--- config.mk ---
export PLATFORM = sky130hd
export DESIGN_NAME = serial_frame_rx
export DESIGN_NICKNAME = d
export VERILOG_FILES = /design/src/rtl/serial_frame_rx.sv
export SDC_FILE = /design/constraint.sdc
export NUM_CORES = 1
export LEC_CHECK = 0
export CORE_AREA = 5 5 122 124
export DETAILED_ROUTE_END_ITERATION = 10
export DIE_AREA = 0 0 127 129
export DONT_BUFFER_PORTS = 1
export PLACE_DENSITY = 0.51
export RECOVER_POWER = 50
export SETUP_SLACK_MARGIN = 0.15
export SYNTH_ARGS = -nofsm -noshare
export SYNTH_HDL_FRONTEND = slang
export SYNTH_SLANG_ARGS = --single-unit
--- constraint.sdc ---
create_clock -name clock -period 1.6 [get_ports clock]
set_input_delay 0.32 -clock clock [delete_from_list [all_inputs] [get_ports clock]]
set_output_delay 0.32 -clock clock [all_outputs]
set_load 0.02 [all_outputs]
--- src/rtl/serial_frame_rx.sv ---
// serial_frame_rx
//   Receiver for the two-wire serialClock/serialData link. Each serialClock
//   high pulse that lasts READ_CYCLES synchronised samples yields one bit.
//   Bits are hunted for the start-frame delimiter, then WIDTH payload bits
//   (MSB first) and an optional even-parity bit are captured. The finished
//   frame goes into a one-entry valid/ready buffer. Frames that fail are
//   reported on single-cycle error pulses and are never delivered.
// Ports
//   clock        system clock, posedge
//   reset        synchronous, active-high
//   serialClock  link clock line (asynchronous)
//   serialData   link data line (asynchronous)
//   out_data     payload of the held frame
//   out_valid    held frame available
//   out_ready    consumer accepts (transfer on out_valid && out_ready)
//   parity_err   pulse: frame dropped, parity mismatch
//   timeout_err  pulse: frame aborted, bit gap too long
//   overflow     pulse: good frame dropped, buffer still occupied
module serial_frame_rx #(
  parameter int          WIDTH          = 16,
  parameter int          SFD_BITS       = 64,
  parameter logic [63:0] SFD            = 64'haaaaaaaaaaaaaaab,
  parameter int          PARITY_EN      = 0,
  parameter int          READ_CYCLES    = 6,
  parameter int          TIMEOUT_CYCLES = 64
) (
  input  logic             clock,
  input  logic             reset,
  input  logic             serialClock,
  input  logic             serialData,
  output logic [WIDTH-1:0] out_data,
  output logic             out_valid,
  input  logic             out_ready,
  output logic             parity_err,
  output logic             timeout_err,
  output logic             overflow
);

  localparam int HCW = $clog2(READ_CYCLES + 1);
  localparam int GCW = $clog2(TIMEOUT_CYCLES + 1);
  localparam int IW  = (WIDTH > 1) ? $clog2(WIDTH) : 1;

  typedef enum logic [1:0] {HUNT, DATA, PARITY} state_t;

  state_t state, state_nxt;

  logic [1:0]          sclk_sync, sdat_sync;
  logic                sclk, sdat;
  logic [HCW-1:0]      high_cnt;
  logic                armed, strobe;
  logic [SFD_BITS-1:0] sfd_reg, sfd_shift;
  logic                sfd_hit;
  logic [WIDTH-1:0]    shift_buf, payload_nxt, frame_word;
  logic [IW-1:0]       idx;
  logic                last_bit;
  logic [GCW-1:0]      gap_cnt;
  logic                gap_expire;
  logic                done, perr, terr, load;

  assign sclk = sclk_sync[1];
  assign sdat = sdat_sync[1];

  always_ff @(posedge clock) begin
    if (reset) begin
      sclk_sync <= '0;
      sdat_sync <= '0;
    end else begin
      sclk_sync <= {sclk_sync[0], serialClock};
      sdat_sync <= {sdat_sync[0], serialData};
    end
  end

  // Bit recovery: one strobe per high pulse, on the READ_CYCLES-th high
  // sample; disarmed until serialClock returns low.
  assign strobe = sclk && armed && (high_cnt == HCW'(READ_CYCLES - 1));

  always_ff @(posedge clock) begin
    if (reset || !sclk) begin
      high_cnt <= '0;
      armed    <= 1'b1;
    end else if (armed) begin
      high_cnt <= high_cnt + 1'b1;
      if (strobe) armed <= 1'b0;
    end
  end

  // Width cast keeps the low SFD_BITS bits, so SFD_BITS == 1 needs no special case.
  assign sfd_shift  = SFD_BITS'({sfd_reg, sdat});
  assign sfd_hit    = (sfd_shift == SFD[SFD_BITS-1:0]);
  assign last_bit   = (idx == '0);
  assign gap_expire = !strobe && (gap_cnt == GCW'(TIMEOUT_CYCLES - 1));

  always_comb begin
    payload_nxt      = shift_buf;
    payload_nxt[idx] = sdat;
  end

  // FSM: state register
  always_ff @(posedge clock) begin
    if (reset) state <= HUNT;
    else       state <= state_nxt;
  end

  // FSM: next state
  always_comb begin
    state_nxt = state;
    case (state)
      HUNT:    if (strobe && sfd_hit) state_nxt = DATA;
      DATA:    if (strobe && last_bit) state_nxt = (PARITY_EN != 0) ? PARITY : HUNT;
               else if (gap_expire)    state_nxt = HUNT;
      PARITY:  if (strobe || gap_expire) state_nxt = HUNT;
      default: state_nxt = HUNT;
    endcase
  end

  // FSM: frame-completion events
  always_comb begin
    done       = 1'b0;
    perr       = 1'b0;
    terr       = 1'b0;
    frame_word = payload_nxt;
    case (state)
      DATA: begin
        if (strobe && last_bit && PARITY_EN == 0) done = 1'b1;
        else if (gap_expire)                      terr = 1'b1;
      end
      PARITY: begin
        frame_word = shift_buf;
        if (strobe) begin
          if (^{shift_buf, sdat}) perr = 1'b1;
          else                    done = 1'b1;
        end else if (gap_expire) begin
          terr = 1'b1;
        end
      end
      default: ;
    endcase
  end

  // A completing frame may replace one being accepted in the same cycle.
  assign load = done && (!out_valid || out_ready);

  always_ff @(posedge clock) begin
    if (reset) begin
      out_data    <= '0;
      out_valid   <= 1'b0;
      parity_err  <= 1'b0;
      timeout_err <= 1'b0;
      overflow    <= 1'b0;
      sfd_reg     <= '0;
      gap_cnt     <= '0;
      idx         <= '0;
      shift_buf   <= '0;
    end else begin
      parity_err  <= perr;
      timeout_err <= terr;
      overflow    <= done && !load;

      if (load) begin
        out_data  <= frame_word;
        out_valid <= 1'b1;
      end else if (out_ready) begin
        out_valid <= 1'b0;
      end

      // Held at zero outside HUNT so every return to HUNT starts from scratch.
      if (state != HUNT)  sfd_reg <= '0;
      else if (strobe)    sfd_reg <= sfd_hit ? '0 : sfd_shift;

      // Cleared in HUNT and on each bit; leaves DATA/PARITY before it can wrap.
      if (state == HUNT || strobe) gap_cnt <= '0;
      else                         gap_cnt <= gap_cnt + 1'b1;

      if (state == HUNT)              idx <= IW'(WIDTH - 1);
      else if (state == DATA && strobe) idx <= idx - 1'b1;

      if (state == DATA && strobe) shift_buf <= payload_nxt;
    end
  end

endmodule

======== Word level (Yosys, flattened, before mapping) ========
Cells that the tools add are included.
cells by class
  add/subtract/negate cells ............... 3
  $lt $le $gt $ge ......................... 2
  equal/unequal tests ..................... 8
  multiplexer cells ....................... 25
  bitwise gates (word level) .............. 2
  reductions and logical operators ........ 27
operators with widths
  cell                  number
  $eq 64x64->1 const B  1
  $mux 63               1
  $reduce_xor 17->1     1
  $bwmux 16             1
  $mux 16               1
  $mux 1                12
  $logic_and 1x1->1     9
  $mux 2                4
  $mux 4                2
  $add 7x1->7 const B   1
  $eq 7x6->1 const B    1
  $pmux 2 s3            1
  $reduce_bool 2->1     3
  $lt 4x5->1 const B    1
  $demux 1 s4           1
  $ge 4x1->1 const B    1
  $logic_not 1->1       4
  $logic_not 4->1       1
  $logic_or 1x1->1      4
  $ne 2x2->1 const B    2
  $pmux 1 s2            2
  $reduce_or 2->1       2
  $sub 4x1->4 const B   1
  $add 3x1->3 const B   1
  other kinds (8)       9
word-level totals
  bits in registers ....................... 120
  input bits .............................. 5
  output and inout bits ................... 20
  logic and storage cells ................. 81

======== Longest topological paths before layout ========
Gate-level depths: netlist of the first run.
  word-level depth ........................ 8
  depth in mapped cells ................... 9
  depth with buffers taken out ............ 6

======== Worst setup path before layout of the first run ========
OpenSTA, ideal clock, no wires.
  path type ............................... register to register
  start ................................... reg idx[0]
  end ..................................... reg out_data[15]
  setup time .............................. 0.086 ns
  arrival time ............................ 1.558 ns
  data required time ...................... 1.514 ns
  setup slack ............................. -0.043 ns
  stages on the path, launching flop included .. 9
  buffers on the path ..................... 2
  clock period less this slack ............ 1.643 ns
  path through ............................ dfxtp_1 inv_1 ha_1 nor3b_1 and4_1 buf_4 buf_6 nor2_1 a211oi_1
on the way
  longest elaborated chain between the ends .. 6
  elaborated cells between the ends (all ways) .. 12
  classes of those cells .................. 2 x order compare; 6 x mux; 4 x reduce/logical
ends and longest elaborated chain
  item                                                            RTL line  RTL
  start: declaration                                              54        logic [IW-1:0] idx;
  start signal: assignment                                        174       if (state == HUNT) idx <= IW'(WIDTH - 1);
  start signal: assignment                                        175       else if (state == DATA && strobe) idx <= idx - 1'b1;
  $lt 4x5->1 (implied by the code) or $ge 4x1->1 (tied branches)  95        payload_nxt[idx] = sdat;
  $logic_and 1x1->1 (implied by the code)                         95
  $mux 1 (implied by the code)                                    95
  $demux 1 s4                                                     95
  $bwmux 16                                                       95
  $mux 16                                                         122       case (state)
  end signal: assignment                                          160       out_data <= frame_word;
  end: declaration                                                31        output logic [WIDTH-1:0] out_data,
Several ways; a longest one is shown, not always the timed one.
A chain may end at the register's enable or synchronous reset.

======== Worst setup path after layout of the first run ========
  start ................................... reg sfd_reg[59]
  end ..................................... reg sfd_reg[49]
on the way
  longest elaborated chain between the ends .. 2
ends and longest elaborated chain
  item                      RTL line  RTL
  start: declaration        51        logic [SFD_BITS-1:0] sfd_reg, sfd_shift;
  start signal: assignment  168       else if (strobe) sfd_reg <= sfd_hit ? '0 : sfd_shift;
  $eq 64x64->1              89        assign sfd_hit = (sfd_shift == SFD[SFD_BITS-1:0]);
  $mux 63                   168
Every way passes these cells.

==> results.sh, run 1 <==
export IMPL_numCtsBuffers=17
export IMPL_overflow=0
export IMPL_maxSlewViolCount=0
export IMPL_fin_crit_ns=1.75
export IMPL_vias=4050
export IMPL_avgSynthCellArea_sq_um=8.57
export IMPL_pre_cts_slack_ns=-0.209
export IMPL_dieArea_sq_um=16400
export IMPL_clock_power_share_pct=54.4
export IMPL_p_int_uw=5280
export IMPL_wirelength_microns=12700
export IMPL_vias_per_cell=5.05
export IMPL_skew_ns=0.00664
export IMPL_synth_edff_count=0
export IMPL_num_nets_final=622
export IMPL_ys_seq_elements=117
export IMPL_setup_tns_ns=-5.06
export IMPL_synth_most_common_cell="dfxtp_1"
export IMPL_die_h_microns=129
export IMPL_synthCells=543
export IMPL_clock_sinks=117
export IMPL_p_leak_uw=0.00249
export IMPL_cts_buffer_depth=2
export IMPL_route_met3_wl_microns=493
export IMPL_powerDensity_nw_per_um2=997
export IMPL_comb_power_share_pct=2.6
export IMPL_final_area_sq_um=6840
export IMPL_grt_pass1_vias=3920
export IMPL_syn_to_final_growth_pct=47.0
export IMPL_status="finished, violations left"
export IMPL_cp_arrival_ns=2.06
export IMPL_highest_layer="met4"
export IMPL_pin_count=25
export IMPL_p_seq_share_pct=43.0
export IMPL_final_cells=802
export IMPL_violations="setup timing"
export IMPL_worstMarginPinSlew_ns=1.16
export IMPL_clock_latency_ns=0.42
export IMPL_synth_commonest_cells="dfxtp_1 (117), nand2_1 (111), nor2_1 (45)"
export IMPL_p_sw_share_pct=22.6
export IMPL_ir_drop_uv=844
export IMPL_async_reset_ff_share_pct=0
export IMPL_clkTransAtPathRegs_ns=0.06
export IMPL_synth_top_cell_area_share_pct=50.3
export IMPL_dpl_cell_area_sq_um=5330
export IMPL_wire_per_inst_microns=15.8
export IMPL_critPathLaunchType="flop"
export IMPL_power_uw=6820
export IMPL_yosysTopAreaCell="dfxtp_1"
export IMPL_wl_met1_microns=5600
export IMPL_initial_utilization_pct=34.0
export IMPL_grt_pass1_wl_microns=18800
export IMPL_maxCapViolations=0
export IMPL_ant_nets=0
export IMPL_synth_ff_type="dfxtp_1"
export IMPL_post_place_cells=734
export IMPL_rsz0062_at_grt="yes"
export IMPL_ys_seq_area_share_pct=50.3
export IMPL_cts_tree="yes"
export IMPL_endpoint_kind="flop"
export IMPL_coreArea_sq_um=13700
export IMPL_synth_area_top_cells="dfxtp_1 (50%), nand2_1 (9.0%), a211oi_1 (4.8%)"
export IMPL_dp_hpwl_microns=6330
export IMPL_dr_pass1_iters=4
export IMPL_setup_viol=63
export IMPL_min_to="sclk_sync[0]"
export IMPL_drive_gt1_share_pct=37.1
export IMPL_hold_viol=0
export IMPL_wl_met2_microns=6320
export IMPL_track_usage_pct=14.5
export IMPL_crit_fanout=7
export IMPL_htree_levels=4
export IMPL_gp_congestion=0.741
export IMPL_path_class="reg -> reg"
export IMPL_slew_headroom_pct=22.5
export IMPL_r2r_setup_slack_ns=-0.15
export IMPL_reg2reg_to="sfd_reg[49]"
export IMPL_hold_path_startpoint="serialClock"
export IMPL_drc_errors=0
export IMPL_p_switching_uw=1540
export IMPL_synth_fp_nets=555
export IMPL_worstPathRequired_ns=1.91
export IMPL_diodes=0
export IMPL_yosysWarnings=0
export IMPL_largest_reg_flops=63
export IMPL_fillCellCount=1232
export IMPL_layout_setup_ws_ns=-0.150
export IMPL_worstRegToRegCells=6
export IMPL_row_count=43
export IMPL_min_period_over_period_pct=109
export IMPL_syn_area_sq_um=4650
export IMPL_dieWidth_microns=127
export IMPL_grt_max_degree=42
export IMPL_drt_iter0_drc=259
export IMPL_synth_cell_types=35
export IMPL_holdPathStages=1
export IMPL_r2r_start="sfd_reg[59]"
export IMPL_io_buffers=0
export IMPL_timing_hold_worst_class="in -> reg"
export IMPL_grt_antenna_before_repair=0
export IMPL_fmax_mhz=571
export IMPL_cts_root_buffer="clkbuf_16"
-- cell usage in the layout, fill, tap and decap left out, types with 9 or more instances in the layout --
| cell type | n |
|---|---|
| clkbuf_16 | 24 |
| a21oi_1 | 36 |
| buf_4 | 54 |
| o21ai_2 | 21 |
| buf_12 | 10 |
| nand2_1 | 110 |
| o21ai_1 | 11 |
| nor2_4 | 9 |
| dfxtp_2 | 13 |
| nand3_1 | 40 |
| nor2_1 | 23 |
| a211oi_2 | 28 |
| mux2i_1 | 16 |
| nor2_2 | 14 |
| dfxtp_1 | 103 |
-- per-stage QoR --
step	utilization, %	hold slack, ns
after floorplan	-	0.414
after global placement	39.0	0.393
after detailed placement	39.0	0.396
after CTS	46.1	0.0410
after global routing	50.0	0.0459
final	50.0	0.0492
-- worst max-delay path: stages, from the launching register on --
cell,delay [ns]
dfxtp_4,0.35
nor4bb_4,0.32
nand4_1,0.22
nor4_4,0.34
buf_6,0.19
clkbuf_16,0.16
o21ai_2,0.06
-- worst max-delay path by stage --
stage / from / endpoint / cells past startpoint
finish: sfd_reg[59] / sfd_reg[49] / 6
detailed placement: sfd_reg[29] / sfd_reg[17] / 5
global route: sfd_reg[46] / sfd_reg[49] / 6
CTS: sfd_reg[1] / sfd_reg[15] / 7
global placement: sfd_reg[29] / sfd_reg[17] / 5
floorplan: high_cnt[1] / out_data[1] / 8
-- power groups by stage --
stage	clock network, uW	registers [uW]	logic (uW)
2_1_floorplan	0	2990	112
3_3_place_gp	0	3000	140
3_5_place_dp	0	3000	142
4_1_cts	3780	2940	171
5_1_grt	3930	2940	191
6_report	3710	2940	178
-- area by class of cell --
| class | count | area (sq um) | area share, % |
|---|---|---|---|
| multi-input combinational | 377 | 2560 | 37.5 |
| sequential | 117 | 2360 | 34.5 |
| timing repair buffer | 92 | 1090 | 15.9 |
| clock buffer | 17 | 425 | 6.22 |
| tap | 180 | 225 | 3.29 |
| clock inverter | 14 | 155 | 2.27 |
| inverter | 5 | 18.8 | 0.274 |
-- logic make-up after synthesis --
family	count (synthesis)	share of synthesized area [%]
compound gates	105	13.1
xor+xnor	8	1.51
fa+ha+maj	7	1.88
buf+inv	49	5.11
flops	117	50.3
mux	17	3.66
other cells	1	0.0806
simple gates	239	24.3
-- metal layers --
metal  GRT usage [%]  up-vias
li1                -     2007
met1            17.5     1952
met2            23.8       68
met3            4.73       23
met4            6.37        0
met5               0        -
-- timing repair --
action	4_1_cts	5_1_grt
endpoints found under the setup margin	104	96
hold endpoints to repair	41	0
resized for setup	27	87
gates cloned	7	8
setup buffers	13	8
pin swaps	12	29
hold buffers	1	0
Note: power is estimated with default switching activity, not from simulation.
==> run 2, diff against run 1 <==
--- a/config.mk
+++ b/config.mk
@@ -5,9 +5,10 @@
 export SDC_FILE = /design/constraint.sdc
 export NUM_CORES = 1
 export LEC_CHECK = 0
-export CORE_AREA = 5 5 122 124
+export ABC_AREA = 1
+export CORE_AREA = 5 5 123 125
 export DETAILED_ROUTE_END_ITERATION = 10
-export DIE_AREA = 0 0 127 129
+export DIE_AREA = 0 0 128 130
 export DONT_BUFFER_PORTS = 1
 export PLACE_DENSITY = 0.51
 export RECOVER_POWER = 50
==> results.sh, run 2 <==
export IMPL_ir_drop_uv=622
export IMPL_syn_to_final_growth_pct=32.0
export IMPL_drive_gt1_share_pct=24.3
export IMPL_num_nets_final=680
export IMPL_numCtsBuffers=17
export IMPL_vias=4237
export IMPL_fin_crit_ns=1.50
export IMPL_fillCellCount=1391
export IMPL_synthCells=654
export IMPL_largest_reg_flops=63
export IMPL_cts_tree="yes"
export IMPL_powerDensity_nw_per_um2=1130
export IMPL_maxCapViolations=0
export IMPL_critPathLaunchType="flop"
export IMPL_min_period_over_period_pct=93.5
export IMPL_wirelength_microns=11400
export IMPL_crit_fanout=10
export IMPL_rsz0062_at_grt="yes"
export IMPL_slowest_stage="dfxtp_2"
export IMPL_initial_utilization_pct=34.8
export IMPL_drt_iter0_drc=280
export IMPL_synth_fa_ha_area_share_pct=1.83
export IMPL_clock_sinks=118
export IMPL_overflow=0
export IMPL_synth_commonest_cells="nor2_1 (136), dfxtp_1 (118), nand2_1 (107)"
export IMPL_synth_top_cell_area_share_pct=49.3
export IMPL_vias_per_cell=4.93
export IMPL_row_count=43
export IMPL_die_h_microns=130
export IMPL_io_buffers=0
export IMPL_async_reset_ff_share_pct=0
export IMPL_synth_ff_type="dfxtp_1"
export IMPL_synthSimpleGateAreaFrac_pct=25.4
export IMPL_cts_hold_buf=4
export IMPL_final_cell_mix="nor2_1 (130), dfxtp_1 (100), o21ai_0 (90)"
export IMPL_violations="hold timing"
export IMPL_whs_ns=-0.0255
export IMPL_synth_mux_area_share_pct=0
export IMPL_p_leak_uw=0.00254
export IMPL_cts_root_buffer="clkbuf_16"
export IMPL_skew_ns=0.00664
export IMPL_synth_top_family_by_area="simple AND/OR/NAND/NOR gates"
export IMPL_ys_seq_elements=118
export IMPL_ys_seq_area_share_pct=49.3
export IMPL_yosysWarnings=0
export IMPL_dieArea_sq_um=16600
export IMPL_pin_count=25
export IMPL_cts_buffer_depth=2
export IMPL_worstMarginPinSlew_ns=0.500
export IMPL_critPathMostFrequentCell="nor2_8"
export IMPL_maxSlewViolCount=0
export IMPL_synth_cell_types=26
export IMPL_track_usage_pct=13.4
export IMPL_yosysTopAreaCell="dfxtp_1"
export IMPL_avgSynthCellArea_sq_um=7.32
export IMPL_endpoint_kind="flop"
export IMPL_synth_fp_nets=666
export IMPL_synth_edff_count=0
export IMPL_cp_arrival_ns=1.84
export IMPL_path_class="reg -> reg"
export IMPL_fmax_mhz=669
export IMPL_status="finished, violations left"
export IMPL_syn_area_sq_um=4790
export IMPL_setup_viol=0
export IMPL_layout_setup_ws_ns=0.105
export IMPL_dp_hpwl_microns=6380
export IMPL_final_common_cell="nor2_1"
export IMPL_crit_chain="inv_2 -> ha_4 -> nand2_4 -> nor2_4 -> inv_4 -> nor2_8 -> inv_6 -> nor2_8 -> buf_12 -> nand3_1 -> a21oi_2"
export IMPL_dr_pass1_iters=5
export IMPL_wire_per_inst_microns=13.2
export IMPL_grt_pass1_vias=3931
export IMPL_pre_cts_slack_ns=0.0414
export IMPL_clock_latency_ns=0.41
export IMPL_synth_xor_area_share_pct=0.366
export IMPL_dieWidth_microns=128
export IMPL_synth_area_top_cells="dfxtp_1 (49%), nor2_1 (11%), o21ai_0 (10%)"
export IMPL_diodes=0
export IMPL_coreArea_sq_um=13800
export IMPL_grt_pass1_wl_microns=18100
export IMPL_hold_viol=21
export IMPL_timing_hold_worst_class="in -> reg"
export IMPL_grt_max_degree=76
export IMPL_synth_compound_area_share_pct=16.7
export IMPL_drc_errors=0
export IMPL_slew_headroom_pct=66.7
export IMPL_worstPathRequired_ns=1.95
export IMPL_setup_tns_ns=0
export IMPL_gp_congestion=0.786
export IMPL_clkTransAtPathRegs_ns=0.05
export IMPL_ant_nets=0
export IMPL_worst_path_largest_cell_delay_ns=0.32
export IMPL_grt_antenna_before_repair=0
export IMPL_synth_most_common_cell="nor2_1"
export IMPL_htree_levels=4
-- run 2: changes by cell type after synthesis, sizes merged, moves of 5 or more --
cell and delta:
a211oi -30, clkbuf +11, inv +29, a21oi +21, mux2i -17, buf -17, o21ai +64, nor2 +93
nor4bb -13, nand2b -5, nor2b -6
-- run 2: area by class of cell --
class	instances	area (sq um)	area share (%)
Clock buffer	23	488	7.72
Clock inverter	8	145	2.30
Inverter	34	135	2.14
Multi-Input combinational cell	464	2520	39.8
Sequential cell	118	2390	37.8
Tap cell	180	225	3.56
Timing Repair Buffer	33	425	6.73
-- run 2: kinds of logic after synthesis --
logic type,Yosys count
buffers and inverters,72
AND/OR/NAND/NOR,295
other,1
XOR/XNOR,2
AO/OA/AOI/OAI,159
adder cells (fa/ha/maj),7
flip-flops,118
-- run 2: path summary, 6_finish.rpt --
check / cells past startpoint / end / slack, ns / from
max: 11 / out_data[6] / 0.10 / high_cnt[1]
min: 1 / out_data[1] / -0.03 / reset
max reg2reg: 11 / out_data[6] / 0.10 / high_cnt[1]
min reg2reg: 1 / gap_cnt[0] / 0.45 / gap_cnt[0]
-- run 2: critical path: cells and delay by family, from the launching register on --
| family | cells | cell delay [ns] |
|---|---|---|
| AO/OA/AOI/OAI | 1 | 0.14 |
| flip-flops | 1 | 0.32 |
| AND/OR/NAND/NOR | 5 | 0.52 |
| adder cells (fa/ha/maj) | 1 | 0.13 |
| buffers and inverters | 4 | 0.31 |
-- run 2: timing repair --
item / 4_1_cts / 5_1_grt
endpoints found under the hold margin: 24 / 21
pin swaps: 1 / 14
gates resized for setup: 16 / 120
cloned: 0 / 5
setup endpoints to repair: 35 / 102
setup buffers: 3 / 2
-- run 2: metal layers --
metal / vias up / global-route usage, % / wire length (microns)
li1: 2160 / - / -
met4: 0 / 5.81 / 187
met2: 65 / 20.9 / 5130
met3: 14 / 4.13 / 385
met1: 1998 / 17.3 / 5660
met5: - / 0 / 0
-- run 2: per-stage QoR --
stage          util (%)  std cells  total power, uW  cell area (sq um)
2_1_floorplan         -        654             3100               4820
5_1_grt            45.9        860             7370               6320
4_1_cts            42.2        853             7230               5810
6_report           45.9        860             7140               6320
3_3_place_gp       36.7        815             3130               5060
3_5_place_dp       36.7        815             3130               5060
-- run 2: where the power goes --
part,switching [uW],internal [uW],leakage [uW]
Sequential,8.95,2950,0.000961
Combinational,80.2,45.9,0.00128
Clock,1300,2760,0.000305
Total,1390,5750,0.00254
==> run 3, diff against run 2 <==
--- a/config.mk
+++ b/config.mk
@@ -6,9 +6,10 @@
 export NUM_CORES = 1
 export LEC_CHECK = 0
 export ABC_AREA = 1
-export CORE_AREA = 5 5 123 125
+export CORE_AREA = 5 5 172 91
+export CTS_BUF_LIST = sky130_fd_sc_hd__clkbuf_4
 export DETAILED_ROUTE_END_ITERATION = 10
-export DIE_AREA = 0 0 128 130
+export DIE_AREA = 0 0 177 96
 export DONT_BUFFER_PORTS = 1
 export PLACE_DENSITY = 0.51
 export RECOVER_POWER = 50
==> results.sh, run 3 (synthesis results as in run 2) <==
export IMPL_path_class="reg -> reg"
export IMPL_pin_count=25
export IMPL_hold_viol=21
export IMPL_wire_per_inst_microns=14.0
export IMPL_violations="hold timing"
export IMPL_ant_nets=0
export IMPL_drc_errors=0
export IMPL_path_buf_inv=5
export IMPL_grt_max_degree=64
export IMPL_final_cells=885
export IMPL_crit_chain="inv_2 -> ha_4 -> nand2_4 -> nor2_4 -> inv_4 -> nor2_8 -> inv_6 -> nor2_8 -> buf_12 -> buf_12 -> nand3_1 -> a21oi_1"
export IMPL_num_nets_final=688
export IMPL_power_uw=5100
export IMPL_fillCellCount=1405
export IMPL_fin_crit_ns=1.54
export IMPL_grt_pass1_vias=3724
export IMPL_drive_gt1_share_pct=24.9
export IMPL_min_period_over_period_pct=96.0
export IMPL_endpoint_kind="flop"
export IMPL_grt_antenna_before_repair=1
export IMPL_cts_buffer_depth=2
export IMPL_largest_reg_flops=63
export IMPL_fmax_mhz=651
export IMPL_clkTransAtPathRegs_ns=0.10
export IMPL_vias=4276
export IMPL_dp_hpwl_microns=7390
export IMPL_dieArea_sq_um=17000
export IMPL_cp_arrival_ns=1.97
export IMPL_timing_hold_worst_class="in -> reg"
export IMPL_r2r_setup_slack_ns=0.06
export IMPL_io_buffers=0
export IMPL_row_count=31
export IMPL_clock_sinks=118
export IMPL_cts_hold_buf=5
export IMPL_maxCapViolations=0
export IMPL_status="finished, violations left"
export IMPL_clock_latency_ns=0.50
export IMPL_wirelength_microns=12400
export IMPL_setup_viol=0
export IMPL_cts_tree="yes"
export IMPL_p_leak_uw=0.00241
export IMPL_dr_pass1_iters=5
export IMPL_final_area_sq_um=6040
export IMPL_multi_input_area_sq_um=2550
export IMPL_vias_per_cell=4.83
export IMPL_r2r_start="high_cnt[1]"
export IMPL_skew_ns=0.0228
export IMPL_seq_area_sq_um=2390
export IMPL_initial_utilization_pct=34.1
export IMPL_coreArea_sq_um=14000
export IMPL_critPathLaunchType="flop"
export IMPL_numCtsBuffers=17
export IMPL_hold_path_startpoint="reset"
export IMPL_dpl_cell_area_sq_um=5090
export IMPL_final_cell_mix="nor2_1 (128), dfxtp_1 (98), o21ai_0 (88)"
export IMPL_maxSlewViolCount=0
export IMPL_slowest_stage="dfxtp_2"
export IMPL_worstPathRequired_ns=2.03
export IMPL_cts_root_buffer="clkbuf_4"
export IMPL_drt_iter0_drc=301
export IMPL_crit_path_start="high_cnt[1]"
export IMPL_ir_drop_uv=413
export IMPL_overflow=0
export IMPL_powerDensity_nw_per_um2=843
export IMPL_dieWidth_microns=177
export IMPL_path_delay_family="simple AND/OR/NAND/NOR gates"
export IMPL_final_common_cell="nor2_1"
export IMPL_syn_to_final_growth_pct=26.2
export IMPL_whs_ns=-0.122
export IMPL_crit_fanout=5
export IMPL_htree_levels=4
export IMPL_worst_path_largest_cell_delay_ns=0.34
export IMPL_post_place_cells=836
export IMPL_track_usage_pct=14.0
export IMPL_die_h_microns=96
export IMPL_gp_congestion=0.761
export IMPL_rsz0062_at_grt="yes"
export IMPL_grt_pass1_wl_microns=18800
==> run 3: path summary, 6_finish.rpt <==
check            endpoint  cells after the start
max          out_data[12]                     12
min          out_data[15]                      1
max reg2reg  out_data[12]                     12
min reg2reg    gap_cnt[0]                      1
==> run 3: layout make-up <==
type	instances	area share, %
Inverter	34	2.30
Timing Repair Buffer	41	7.85
Sequential cell	118	39.6
Clock inverter	8	1.41
Clock buffer	21	2.61
Tap cell	198	4.10
Multi-Input combinational cell	464	42.1
Antenna cell	1	0.0414
==> run 3: power by group <==
part | total, uW | internal (uW) | switching, uW
combinational | 138 | 49.0 | 88.8
clock | 2010 | 948 | 1060
sequential | 2950 | 2940 | 8.67
==> run 3: per-stage QoR <==
step	utilization [%]	setup slack [ns]	TNS [ns]
3_3_place_gp	36.3	0.0649	0
2_1_floorplan	-	0.0597	0
6_report	43.0	0.0641	0
3_5_place_dp	36.3	0.0198	0
5_1_grt	43.0	-0.0339	-0.169
4_1_cts	39.5	0.0734	0
==> run 3: layer usage <==
layer	up-vias	track usage, %	wire [microns]
met2	74	18.4	4990
met3	11	3.53	510
li1	2185	-	-
met1	2006	21.6	6800
met5	-	0	0
met4	0	4.76	110
==> run 3: timing repair <==
action,in CTS,in global routing
pin swaps,18,13
gates resized for setup,20,129
endpoints found under the setup margin,56,94
cloned,1,5
hold endpoints to repair,26,21
buffers inserted,7,1
